[config.mk]
export PLATFORM = sky130hd
export DESIGN_NAME = sccb_write_arbiter_flat
export DESIGN_NICKNAME = d
export VERILOG_FILES = /design/src/rtl/sccb_write_arbiter_if.sv /design/src/rtl/sccb_write_arbiter.sv /design/src/flat_wrapper.sv
export SDC_FILE = /design/constraint.sdc
export NUM_CORES = 1
export LEC_CHECK = 0
export CAP_MARGIN = 15
export CORE_MARGIN = 5
export CORE_UTILIZATION = 25
export CTS_BUF_LIST = sky130_fd_sc_hd__clkbuf_4 sky130_fd_sc_hd__clkbuf_8
export DETAILED_ROUTE_END_ITERATION = 8
export GPL_TIMING_DRIVEN = 0
export SKIP_LAST_GASP = 1
export SLEW_MARGIN = 0
export SYNTH_ARGS = -nofsm -noshare
export SYNTH_HDL_FRONTEND = slang
export SYNTH_SLANG_ARGS = --single-unit
[constraint.sdc]
create_clock -name clk_100 -period 5.89 [get_ports clk_100]
set_input_delay 1.767 -clock clk_100 [delete_from_list [all_inputs] [get_ports clk_100]]
set_output_delay 1.767 -clock clk_100 [all_outputs]
set_load 0.05 [all_outputs]
[src/rtl/sccb_write_arbiter_if.sv]
// Requester and i2c_top side signals of the SCCB write arbiter.
// master: the arbiter; slave: requesters plus the i2c_top master.
interface sccb_write_arbiter_if #(
  parameter int NUM_REQ = 2
) ();
  logic [NUM_REQ-1:0]   req_valid;
  logic [8*NUM_REQ-1:0] req_addr;
  logic [8*NUM_REQ-1:0] req_data;
  logic [NUM_REQ-1:0]   req_done;
  logic [NUM_REQ-1:0]   req_err;
  logic [NUM_REQ-1:0]   grant;
  logic                 busy;
  logic                 i2c_start;
  logic                 i2c_stop;
  logic [7:0]           i2c_wr_data;
  logic [1:0]           i2c_ack;
  logic [3:0]           i2c_state;

  modport master (
    input  req_valid, req_addr, req_data,
    input  i2c_ack, i2c_state,
    output req_done, req_err, grant, busy,
    output i2c_start, i2c_stop, i2c_wr_data
  );

  modport slave (
    output req_valid, req_addr, req_data,
    output i2c_ack, i2c_state,
    input  req_done, req_err, grant, busy,
    input  i2c_start, i2c_stop, i2c_wr_data
  );
endinterface

[src/rtl/sccb_write_arbiter.sv]
// Round-robin SCCB register-write arbiter in front of i2c_top.
// Define SCCB_RETRY_EN to retry NACK/timeout up to MAX_RETRY times.
module sccb_write_arbiter #(
  parameter int         NUM_REQ        = 2,
  parameter logic [7:0] SLAVE_ADDR     = 8'h42,
  parameter int         GAP_CYCLES     = 65536,
  parameter int         TIMEOUT_CYCLES = 262144,
  parameter int         MAX_RETRY      = 3
) (
  input logic clk_100,
  input logic rst_n,
  sccb_write_arbiter_if.master bus
);
  localparam int PW = (NUM_REQ > 1) ? $clog2(NUM_REQ) : 1;
  localparam int TW = $clog2(TIMEOUT_CYCLES + 1);
  localparam int GW = $clog2(GAP_CYCLES + 1);

  typedef enum logic [2:0] {
    S_IDLE, S_START, S_ADDR, S_DATA, S_STOP, S_GAP
  } state_t;

  state_t             state_q, state_d;
  logic [PW-1:0]      ptr_q, ptr_d;
  logic [NUM_REQ-1:0] grant_q, grant_d;
  logic [NUM_REQ-1:0] done_q, done_d;
  logic [NUM_REQ-1:0] err_q, err_d;
  logic               busy_q, busy_d;
  logic [7:0]         addr_q, addr_d;
  logic [7:0]         data_q, data_d;
  logic [TW-1:0]      tmo_q, tmo_d;
  logic [GW-1:0]      gap_q, gap_d;
`ifdef SCCB_RETRY_EN
  localparam int RW = $clog2(MAX_RETRY + 1) + 1;
  logic [RW-1:0]      rty_q, rty_d;
  logic               again_q, again_d;
`endif

  logic          start_c, stop_c, arb_c, fail_c;
  logic [7:0]    wr_c;
  logic          pick_ok;
  logic [PW-1:0] pick_idx;
  logic [PW:0]   j;

  // Smallest offset after the pointer wins, so it is assigned last.
  always_comb begin
    pick_ok  = 1'b0;
    pick_idx = ptr_q;
    j        = '0;
    for (int k = NUM_REQ; k >= 1; k--) begin
      j = {1'b0, ptr_q} + (PW+1)'(k);
      if (j >= (PW+1)'(NUM_REQ))
        j = j - (PW+1)'(NUM_REQ);
      if (bus.req_valid[j[PW-1:0]]) begin
        pick_ok  = 1'b1;
        pick_idx = j[PW-1:0];
      end
    end
  end

  always_comb begin
    state_d = state_q;
    ptr_d   = ptr_q;
    grant_d = grant_q;
    busy_d  = busy_q;
    addr_d  = addr_q;
    data_d  = data_q;
    tmo_d   = tmo_q;
    gap_d   = gap_q;
    done_d  = '0;
    err_d   = '0;
    start_c = 1'b0;
    stop_c  = 1'b0;
    wr_c    = 8'h00;
    arb_c   = 1'b0;
    fail_c  = 1'b0;
`ifdef SCCB_RETRY_EN
    rty_d   = rty_q;
    again_d = again_q;
`endif
    unique case (state_q)
      S_IDLE: arb_c = 1'b1;
      S_START: begin
        start_c = 1'b1;
        wr_c    = SLAVE_ADDR;
        tmo_d   = '0;
        state_d = S_ADDR;
      end
      S_ADDR, S_DATA, S_STOP: begin
        tmo_d = bus.i2c_ack[1] ? '0 : tmo_q + TW'(1);
        if (bus.i2c_ack == 2'b11) begin
          unique case (state_q)
            S_ADDR: begin
              wr_c    = addr_q;
              state_d = S_DATA;
            end
            S_DATA: begin
              wr_c    = data_q;
              state_d = S_STOP;
            end
            default: begin
              stop_c  = 1'b1;
              done_d  = grant_q;
              grant_d = '0;
              gap_d   = '0;
              state_d = S_GAP;
`ifdef SCCB_RETRY_EN
              rty_d   = '0;
`endif
            end
          endcase
        end else if (bus.i2c_ack == 2'b10 ||
                     tmo_q == TW'(TIMEOUT_CYCLES - 1)) begin
          stop_c = 1'b1;
          fail_c = 1'b1;
        end
      end
      S_GAP: begin
        gap_d = gap_q + GW'(1);
        if (gap_q == GW'(GAP_CYCLES - 1)) begin
`ifdef SCCB_RETRY_EN
          if (again_q) begin
            again_d = 1'b0;
            state_d = S_START;
          end else begin
            busy_d  = 1'b0;
            state_d = S_IDLE;
            arb_c   = 1'b1;
          end
`else
          busy_d  = 1'b0;
          state_d = S_IDLE;
          arb_c   = 1'b1;
`endif
        end
      end
      default: state_d = S_IDLE;
    endcase

    if (fail_c) begin
      state_d = S_GAP;
      gap_d   = '0;
`ifdef SCCB_RETRY_EN
      if (rty_q < RW'(MAX_RETRY)) begin
        rty_d   = rty_q + RW'(1);
        again_d = 1'b1;
      end else begin
        rty_d   = '0;
        done_d  = grant_q;
        err_d   = grant_q;
        grant_d = '0;
      end
`else
      done_d  = grant_q;
      err_d   = grant_q;
      grant_d = '0;
`endif
    end

    if (arb_c && pick_ok && bus.i2c_state == 4'd0) begin
      grant_d = NUM_REQ'(1) << pick_idx;
      busy_d  = 1'b1;
      ptr_d   = pick_idx;
      addr_d  = bus.req_addr[int'(pick_idx)*8 +: 8];
      data_d  = bus.req_data[int'(pick_idx)*8 +: 8];
      state_d = S_START;
    end
  end

  always_ff @(posedge clk_100 or negedge rst_n) begin
    if (!rst_n) begin
      state_q <= S_IDLE;
      ptr_q   <= PW'(NUM_REQ - 1);
      grant_q <= '0;
      done_q  <= '0;
      err_q   <= '0;
      busy_q  <= 1'b0;
      addr_q  <= '0;
      data_q  <= '0;
      tmo_q   <= '0;
      gap_q   <= '0;
`ifdef SCCB_RETRY_EN
      rty_q   <= '0;
      again_q <= 1'b0;
`endif
    end else begin
      state_q <= state_d;
      ptr_q   <= ptr_d;
      grant_q <= grant_d;
      done_q  <= done_d;
      err_q   <= err_d;
      busy_q  <= busy_d;
      addr_q  <= addr_d;
      data_q  <= data_d;
      tmo_q   <= tmo_d;
      gap_q   <= gap_d;
`ifdef SCCB_RETRY_EN
      rty_q   <= rty_d;
      again_q <= again_d;
`endif
    end
  end

  assign bus.i2c_start   = start_c;
  assign bus.i2c_stop    = stop_c;
  assign bus.i2c_wr_data = wr_c;
  assign bus.req_done    = done_q;
  assign bus.req_err     = err_q;
  assign bus.grant       = grant_q;
  assign bus.busy        = busy_q;
endmodule

[src/flat_wrapper.sv]
// flat-port wrapper written by rule: the top's interface ports become plain ports
module sccb_write_arbiter_flat 
#(
  parameter int         NUM_REQ        = 2,
  parameter logic [7:0] SLAVE_ADDR     = 8'h42,
  parameter int         GAP_CYCLES     = 65536,
  parameter int         TIMEOUT_CYCLES = 262144,
  parameter int         MAX_RETRY      = 3
)
  (clk_100, rst_n, bus_req_valid, bus_req_addr, bus_req_data, bus_i2c_ack, bus_i2c_state, bus_req_done, bus_req_err, bus_grant, bus_busy, bus_i2c_start, bus_i2c_stop, bus_i2c_wr_data);
  sccb_write_arbiter_if #(.NUM_REQ(NUM_REQ)) bus_i ();
  input logic clk_100;
  input logic rst_n;
  input wire logic [$bits(bus_i.req_valid)-1:0] bus_req_valid;
  input wire logic [$bits(bus_i.req_addr)-1:0] bus_req_addr;
  input wire logic [$bits(bus_i.req_data)-1:0] bus_req_data;
  input wire logic [$bits(bus_i.i2c_ack)-1:0] bus_i2c_ack;
  input wire logic [$bits(bus_i.i2c_state)-1:0] bus_i2c_state;
  output wire logic [$bits(bus_i.req_done)-1:0] bus_req_done;
  output wire logic [$bits(bus_i.req_err)-1:0] bus_req_err;
  output wire logic [$bits(bus_i.grant)-1:0] bus_grant;
  output wire logic [$bits(bus_i.busy)-1:0] bus_busy;
  output wire logic [$bits(bus_i.i2c_start)-1:0] bus_i2c_start;
  output wire logic [$bits(bus_i.i2c_stop)-1:0] bus_i2c_stop;
  output wire logic [$bits(bus_i.i2c_wr_data)-1:0] bus_i2c_wr_data;
  assign bus_i.req_valid = bus_req_valid;
  assign bus_i.req_addr = bus_req_addr;
  assign bus_i.req_data = bus_req_data;
  assign bus_i.i2c_ack = bus_i2c_ack;
  assign bus_i.i2c_state = bus_i2c_state;
  assign bus_req_done = bus_i.req_done;
  assign bus_req_err = bus_i.req_err;
  assign bus_grant = bus_i.grant;
  assign bus_busy = bus_i.busy;
  assign bus_i2c_start = bus_i.i2c_start;
  assign bus_i2c_stop = bus_i.i2c_stop;
  assign bus_i2c_wr_data = bus_i.i2c_wr_data;
  sccb_write_arbiter #(.NUM_REQ(NUM_REQ), .SLAVE_ADDR(SLAVE_ADDR), .GAP_CYCLES(GAP_CYCLES), .TIMEOUT_CYCLES(TIMEOUT_CYCLES), .MAX_RETRY(MAX_RETRY)) u_core (.clk_100(clk_100), .rst_n(rst_n), .bus(bus_i));
endmodule
==> impl_metrics.ini, run 1 <==
[worst_setup_path]
reg2reg_depth = 13
worstPathArrival_ns = 3.91
worstSetupStartpoint = bus_i2c_ack[1]
r2r-start = u_core.gap_q[0]
critPathRequiredTime_ns = 4.12
startpoint_type = primary input
endpoint = bus_i2c_stop
r2r_setup_slack_ns = 2.75
end_kind = output port
r2r_end = u_core.data_q[5]
crit_type = in2out
crit_path_max_fanout = 10

[cells_and_area]
fin_nets = 497
fill_cells = 1439
drive_gt1_share_pct = 6.35
ff_latch_area_um2 = 1580
most-common-layout-cells = dfrtp_1 (62), clkdlybuf4s50_1 (56), nor2_1 (48), a21oi_1 (39), o21ai_0 (38)
post-route-util_pct = 33.3
area_growth_syn_to_layout_pct = 29.1
final_common_cell = dfrtp_1
multi_input_area_um2 = 1730
diodes = 0

[pwr]
leakagePower_nw = 1.79
power_density_nw_per_um2 = 381
vdd_drop_max_uv = 184

[routing]
drt_first_pass_iters = 4
ant_nets = 0
drt_iter0_markers = 186
drc = 0
wirelength_um = 9070
num_vias = 3124
wl_per_cell_um = 14.3
via_per_inst = 4.94

[global_routing]
grt_pass1_wl_um = 15300
grt_pass1_vias = 3210
grt_max_degree = 64
antenna_found_initial = 0
track_usage_pct = 11.5
grt_overflow = 0

[clock_network]
htreeDepth = 3
cts_hold_buf = 0
cts_made_buffers = 9
cts_tree = yes
cts_resized = 1
clk_pin_slew_ns = 0.06
clockRootBuffer = clkbuf_8
cts_num_sinks = 63
post_cts_buffers = 0
clock_path_buffers = 2
insertion_delay_ns = 0.35

[die]
fp.dieH_um = 127
initial_core_util_pct = 25.8
die_w_um = 127
core_area_um2 = 13300
rows = 42
die_area_um2 = 16200
ios = 59

[sta]
fin_crit_sh_pct = 96.3
fin_skew_ns = 0.00814
maxSlewHeadroom_pct = 39.2
fin_ws_ns = 0.216
fmax_mhz = 176
rsz0062_at_grt = false
drv_slew = 0
hold_viol_final = 0
min_period_ns = 5.67
worst_pin_slew_ns = 0.905
setup_viol = 0

[yosys]
syn_avg_cell_area_um2 = 8.98
synthesis.nets = 428
synthesis.instances = 383
yosys-top-cells-area = dfrtp_1 (45%), mux2i_1 (7.0%), a21oi_1 (5.7%)
ys_seq_elements = 63
yosys_warnings = 0
seq_area_frac_synth_pct = 45.9
synth_top_cell_by_area = dfrtp_1
synth_cell_types = 43
synth_top_area_share_pct = 45.1
synth.cell_area_um2 = 3440

[place]
dp_hpwl_um = 6510
place_ws_ns = -0.102
io_buffers = 58
gp_congestion = 0.829

[job]
max_cap_violations = 0

[outcome]
status = finished, final reports clean

[worst_hold_path]
hold_path_class = reg2reg
[flip-flops by register name, indices dropped and copies added, names as in the netlist]
register	cells
u_core.ptr_q	1
u_core.bus.grant	2
u_core.tmo_q	19
u_core.state_q	3
u_core.bus.busy	1
u_core.data_q	8
u_core.addr_q	8
u_core.gap_q	17
u_core.bus.req_err	2
u_core.bus.req_done	2
[report_power, final]
group,internal [W],switching [W],leakage (nW)
clock,0.000221,0.000173,0.110
combinational,0.000258,0.000459,0.849
sequential,0.000522,0.0000583,0.835
[stage by stage]
stage / TNS (ns) / total power (W) / std cells / cell area, µm² / hold slack (ns)
after floorplan: 0 / 0.00108 / 383 / 3440 / 0.451
after global placement: -0.0820 / 0.00130 / 617 / 4240 / 0.475
after detailed placement: -0.102 / 0.00131 / 617 / 4240 / 0.478
after CTS: 0 / 0.00171 / 633 / 4440 / 0.494
after global routing: 0 / 0.00181 / 633 / 4440 / 0.519
final: 0 / 0.00169 / 633 / 4440 / 0.489
[worst max-delay path, stage by stage]
cell and delay [ns]:
clkdlybuf4s50_1 0.55, a21oi_1 0.27, nor2_1 0.11, nor2_1 0.33, buf_2 0.30, dlygate4sd2_1 0.58
[cells in the mapped netlist, drive strengths merged]
cell,number
o22ai,3
nor2b,1
a221o,1
o2bb2ai,1
mux2i,24
o31a,1
and4,2
nand3,18
and3,3
o41ai,2
inv,11
o32a,1
nor2,48
nand4,12
or4,10
a31oi,7
dfstp,1
nand2,22
clkbuf,15
o21a,2
nor3,6
nor3b,1
buf,7
nor4,5
nand2b,8
xor2,1
a22o,3
and2,4
o31ai,13
dfrtp,62
o21ai,38
o22a,2
or2,2
ha,3
xnor2,2
a21oi,40
o21bai,1
[layout make-up]
type,count,area share [%]
multi-input combinational,287,38.9
inverter,11,0.930
timing repair buffer,58,13.0
clock inverter,4,1.01
sequential,63,35.5
buffer,22,2.14
clock buffer,12,3.58
tap,176,4.96
[metal layers]
metal	vias up	part of all wire, %	GRT usage (%)
met1	1475	47	14.9
met4	0	1.6	4.54
li1	1542	-	-
met2	98	44	17.6
met5	-	0	0
met3	9	7.0	4.01
[worst min path at each step]
stage / endpoint / cells after the start / from / slack (ns)
2_1_floorplan: u_core.tmo_q[7] / 1 / u_core.tmo_q[7] / 0.45
3_3_place_gp: u_core.gap_q[16] / 1 / u_core.gap_q[16] / 0.47
3_5_place_dp: u_core.gap_q[16] / 1 / u_core.gap_q[16] / 0.48
4_1_cts: u_core.gap_q[16] / 1 / u_core.gap_q[16] / 0.49
5_1_grt: u_core.gap_q[16] / 1 / u_core.gap_q[16] / 0.52
6_report: u_core.gap_q[16] / 1 / u_core.gap_q[16] / 0.49
[cell families (layout without fill, tap and decap cells)]
family / Yosys count / count (layout) / share of synthesized area (%)
xor gates and xnor gates: 3 / 3 / 0.764
muxes: 24 / 24 / 6.98
buffers and inverters: 33 / 107 / 3.97
and+or+nand+nor: 142 / 142 / 21.5
AOI/OAI and AO/OA: 115 / 115 / 19.9
adders and majority gates: 3 / 3 / 1.09
DFF: 63 / 63 / 45.9
(Power assumes the default switching activity.)
==> run 2: changes to the inputs <==
Settings changed: CORE_MARGIN 5 to 3, CORE_UTILIZATION 25 to 45, PLACE_DENSITY from default to 0.7.
==> impl_metrics.ini, run 2 (same netlist as run 1, synthesis figures left out) <==
[global_routing]
grt_max_degree = 64
grt_pass1_wl_um = 15100
antenna_found_initial = 0
grt_overflow = 0
track_usage_pct = 21.6
grt_pass1_vias = 3212

[place]
io_buffers = 58
place_area_um2 = 4140
dp_hpwl_um = 6110
gp_congestion = 0.845

[routing]
drt_iter0_markers = 217
drt_first_pass_iters = 4
num_vias = 3174
via_per_inst = 5.71
ant_nets = 0
drc = 0
wirelength_um = 8660
wl_per_cell_um = 15.6

[die]
die_w_um = 93.4
initial_core_util_pct = 46.9
rows = 31
ios = 59
die_area_um2 = 8730
fp.dieH_um = 93.4
core_area_um2 = 7330

[worst_setup_path]
worstPathArrival_ns = 3.84
crit_path_max_fanout = 9
crit_type = in2out
end_kind = output port
critPathRequiredTime_ns = 4.12
startpoint_type = primary input

[clock_network]
cts_tree = yes
cts_made_buffers = 9
insertion_delay_ns = 0.35
clk_pin_slew_ns = 0.07
clockRootBuffer = clkbuf_8
cts_num_sinks = 63
clock_path_buffers = 2
cts_hold_buf = 0
post_cts_buffers = 0
htreeDepth = 3

[sta]
worst_pin_slew_ns = 0.857
drv_slew = 0
setup_viol = 0
rsz0062_at_grt = false
hold_viol_final = 0
fin_setup_tns_ns = 0
fin_crit_sh_pct = 95.2
min_period_ns = 5.61
fin_skew_ns = 0.00724
fmax_mhz = 178
maxSlewHeadroom_pct = 42.4

[cells_and_area]
drive_gt1_share_pct = 6.35
most-common-layout-cells = dfrtp_1 (62), clkdlybuf4s50_1 (56), nor2_1 (48), a21oi_1 (39), o21ai_0 (38)
top_regs = u_core.tmo_q (19), u_core.gap_q (17)
top_register = u_core.tmo_q
area_growth_syn_to_layout_pct = 26.5
diodes = 0
fill_cells = 626
final_cell_area_um2 = 4350
fin_nets = 497
largest_reg_flops = 19
final_common_cell = dfrtp_1

[job]
max_cap_violations = 0

[pwr]
intPower_w = 0.000988
p_sw_share_pct = 41.7
leakagePower_nw = 1.79
vdd_drop_max_uv = 251
pwr-share-clk_pct = 23.2
p_total_w = 0.00169
p_switching_w = 0.000706
pwr-share-comb_pct = 42.5
power_density_nw_per_um2 = 389
seq_power_share_pct = 34.3

[outcome]
status = finished, final reports clean

[worst_hold_path]
hold_path_class = reg2reg
## run 2: power groups by stage
stage          logic (W)  registers [W]  clock network, W
6_report        0.000720       0.000582          0.000393
2_1_floorplan   0.000493       0.000587                 0
5_1_grt         0.000800       0.000593          0.000419
3_5_place_dp    0.000719       0.000590                 0
3_3_place_gp    0.000703       0.000586                 0
4_1_cts         0.000723       0.000582          0.000403
## run 2: area by class of cell
cell class	instances	area, µm²	share of cell area (%)
buffer	22	95.1	2.19
clock buffer	10	138	3.16
clock inverter	6	70.1	1.61
inverter	11	41.3	0.949
multi-input combinational	287	1730	39.6
sequential	63	1580	36.3
tap	99	124	2.85
timing repair buffer	58	581	13.3
## run 2: critical path, stage by stage
cell	delay, ns
clkdlybuf4s50_1	0.60
nand3_1	0.36
o22ai_1	0.25
clkdlybuf4s50_1	0.87
## run 2: per-stage QoR
step	std cells	hold WS (ns)	setup WS, ns	utilization (%)
finish	556	0.497	0.280	59.4
global route	556	0.531	0.144	59.4
CTS	556	0.507	0.0575	59.3
detailed placement	540	0.485	0.0617	56.5
global placement	540	0.471	0.0278	56.5
floorplan	383	0.451	1.32	-
## run 2: final timing paths
path | startpoint | endpoint | slack [ns] | cells past startpoint
setup / recovery | bus_i2c_ack[1] | bus_i2c_wr_data[6] | 0.28 | 4
hold / removal | u_core.ptr_q | u_core.ptr_q | 0.50 | 2
setup reg to reg | u_core.gap_q[0] | u_core.addr_q[7] | 2.68 | 12
hold reg to reg | u_core.ptr_q | u_core.ptr_q | 0.50 | 2
max in group asynchronous | rst_n | u_core.bus.req_done[0] | 3.85 | 1
min in group asynchronous | rst_n | u_core.gap_q[2] | 1.50 | 1
## run 2: per-layer routing
metal | vias up | part of all wire [%] | global-route usage [%]
met2 | 95 | 46 | 33.1
met5 | - | 0 | 0
met3 | 7 | 7.1 | 7.24
met4 | 0 | 0.73 | 4.27
met1 | 1526 | 46 | 29.8
li1 | 1546 | - | -
## run 2: repair_timing
item / in CTS / in global routing
endpoints found under the hold margin: 0 / 0
endpoints found under the setup margin: 0 / 1
gates resized for setup: 0 / 1
==> run 3: changes to the inputs <==
--- a/config.mk
+++ b/config.mk
@@ -15,3 +15,3 @@
 export SKIP_LAST_GASP = 1
-export SLEW_MARGIN = 0
+export SLEW_MARGIN = 20
 export SYNTH_ARGS = -nofsm -noshare
--- a/constraint.sdc
+++ b/constraint.sdc
@@ -3,2 +3,2 @@
 set_output_delay 1.767 -clock clk_100 [all_outputs]
-set_load 0.05 [all_outputs]
+set_load 0.1 [all_outputs]
==> impl_metrics.ini, run 3 (same netlist as run 1, synthesis figures left out) <==
[place]
io_buffers = 58
place_area_um2 = 4170
place_inst = 541
gp_congestion = 0.845
dp_hpwl_um = 6260

[cells_and_area]
fin_nets = 498
final_common_cell = dfrtp_1
top_register = u_core.tmo_q
multi_input_area_um2 = 1730
area_growth_syn_to_layout_pct = 26.9
drive_gt1_share_pct = 6.35
stdcell_count = 556
largest_reg_flops = 19
most-common-layout-cells = dfrtp_1 (62), nor2_1 (48), clkdlybuf4s50_1 (48), a21oi_1 (39), o21ai_0 (38)
final_cell_area_um2 = 4370
ff_latch_area_um2 = 1580
top_regs = u_core.tmo_q (19), u_core.gap_q (17)
post-route-util_pct = 59.5
fill_cells = 631
diodes = 0

[pwr]
pwr-share-comb_pct = 46.2
vdd_drop_max_uv = 353
p_switching_w = 0.000774
leakagePower_nw = 1.90
power_density_nw_per_um2 = 400
seq_power_share_pct = 33.3
intPower_w = 0.000974
pwr-share-clk_pct = 20.5
p_sw_share_pct = 44.3

[clock_network]
cts_tree = yes
post_cts_buffers = 0
htreeDepth = 3
cts_num_sinks = 63
clockRootBuffer = clkbuf_8
clock_path_buffers = 2
cts_made_buffers = 9
cts_hold_buf = 0
insertion_delay_ns = 0.34
clk_pin_slew_ns = 0.06

[sta]
rsz0062_at_grt = true
fin_crit_sh_pct = 99.3
worst_pin_slew_ns = 1.00
hold_viol_final = 0
fmax_mhz = 171
min_period_ns = 5.85
setup_viol = 0
fin_skew_ns = 0.00738
maxSlewHeadroom_pct = 33.5
drv_slew = 0

[worst_hold_path]
hold_path_class = reg2reg
min_from = u_core.gap_q[16]
holdPathStages = 1
hold_end = u_core.gap_q[16]

[routing]
drc = 0
wl_per_cell_um = 15.5
num_vias = 3177
via_per_inst = 5.71
drt_iter0_markers = 179
drt_first_pass_iters = 5
ant_nets = 0
wirelength_um = 8630

[worst_setup_path]
startpoint_type = primary input
end_kind = output port
reg2reg_depth = 13
critPathRequiredTime_ns = 4.12
crit_type = in2out
r2r-start = u_core.gap_q[0]
r2r_end = u_core.addr_q[4]
r2r_setup_slack_ns = 2.75
worstPathArrival_ns = 4.08
crit_path_max_fanout = 10

[global_routing]
grt_max_degree = 45
grt_pass1_vias = 3216
track_usage_pct = 21.5
antenna_found_initial = 0
grt_overflow = 0
grt_pass1_wl_um = 15100

[die]
ios = 59
core_area_um2 = 7330
initial_core_util_pct = 46.9
die_w_um = 93.4
rows = 31
fp.dieH_um = 93.4
die_area_um2 = 8730

[outcome]
status = finished, final reports clean

[job]
max_cap_violations = 0
==> run 3: area by class of cell <==
| cell class | count | area share [%] |
|---|---|---|
| Multi-Input combinational cell | 287 | 39.5 |
| Inverter | 11 | 0.946 |
| Clock buffer | 15 | 4.30 |
| Timing Repair Buffer | 59 | 14.1 |
| Buffer | 22 | 2.18 |
| Sequential cell | 63 | 36.1 |
| Tap cell | 99 | 2.84 |
==> run 3: through the flow <==
step                TNS [ns]  hold slack (ns)  setup slack, ns  power (W)
finish                     0            0.495           0.0386    0.00175
global route          -0.108            0.528           -0.108    0.00187
CTS                        0            0.503          0.00556    0.00175
detailed placement    -0.360            0.484           -0.276    0.00140
global placement      -0.380            0.471           -0.304    0.00138
floorplan                  0            0.451            0.613    0.00117
==> run 3: worst max path at each step <==
stage | from | endpoint | slack, ns | cells past startpoint
6_report | bus_i2c_ack[1] | bus_i2c_stop | 0.04 | 6
5_1_grt | bus_i2c_ack[1] | bus_i2c_stop | -0.11 | 6
3_5_place_dp | bus_i2c_ack[1] | bus_i2c_stop | -0.28 | 6
2_1_floorplan | bus_i2c_ack[1] | bus_i2c_wr_data[1] | 0.61 | 2
4_1_cts | bus_i2c_ack[1] | bus_i2c_stop | 0.006 | 6
3_3_place_gp | bus_i2c_ack[1] | bus_i2c_stop | -0.30 | 6
==> run 3: critical path: stages <==
cell             delay, ns
clkdlybuf4s50_1       0.52
a21oi_1               0.23
nor2_1                0.11
nor2_1                0.29
buf_2                 0.31
clkdlybuf4s15_1       0.86
==> run 3: routing by layer <==
layer | share of wire (%) | vias up | wire length (µm) | track usage, %
met5 | 0 | - | 0 | 0
met4 | 0.81 | 0 | 70 | 7.69
met3 | 7.0 | 7 | 606 | 4.99
met2 | 47 | 104 | 4090 | 34.0
met1 | 45 | 1512 | 3870 | 28.9
li1 | - | 1554 | - | -
==> run 3: power groups by stage <==
| stage | clock network [W] | logic, W | registers (W) |
|---|---|---|---|
| 2_1_floorplan | 0 | 0.000570 | 0.000603 |
| 3_3_place_gp | 0 | 0.000797 | 0.000586 |
| 3_5_place_dp | 0 | 0.000815 | 0.000589 |
| 4_1_cts | 0.000362 | 0.000810 | 0.000582 |
| 5_1_grt | 0.000383 | 0.000890 | 0.000594 |
| 6_report | 0.000359 | 0.000807 | 0.000582 |
==> run 3: repair_timing <==
| item | 4_1_cts | 5_1_grt |
|---|---|---|
| gates resized for setup | 4 | 6 |
| gates cloned | 0 | 0 |
| hold endpoints to repair | 0 | 0 |
| endpoints found under the setup margin | 4 | 6 |
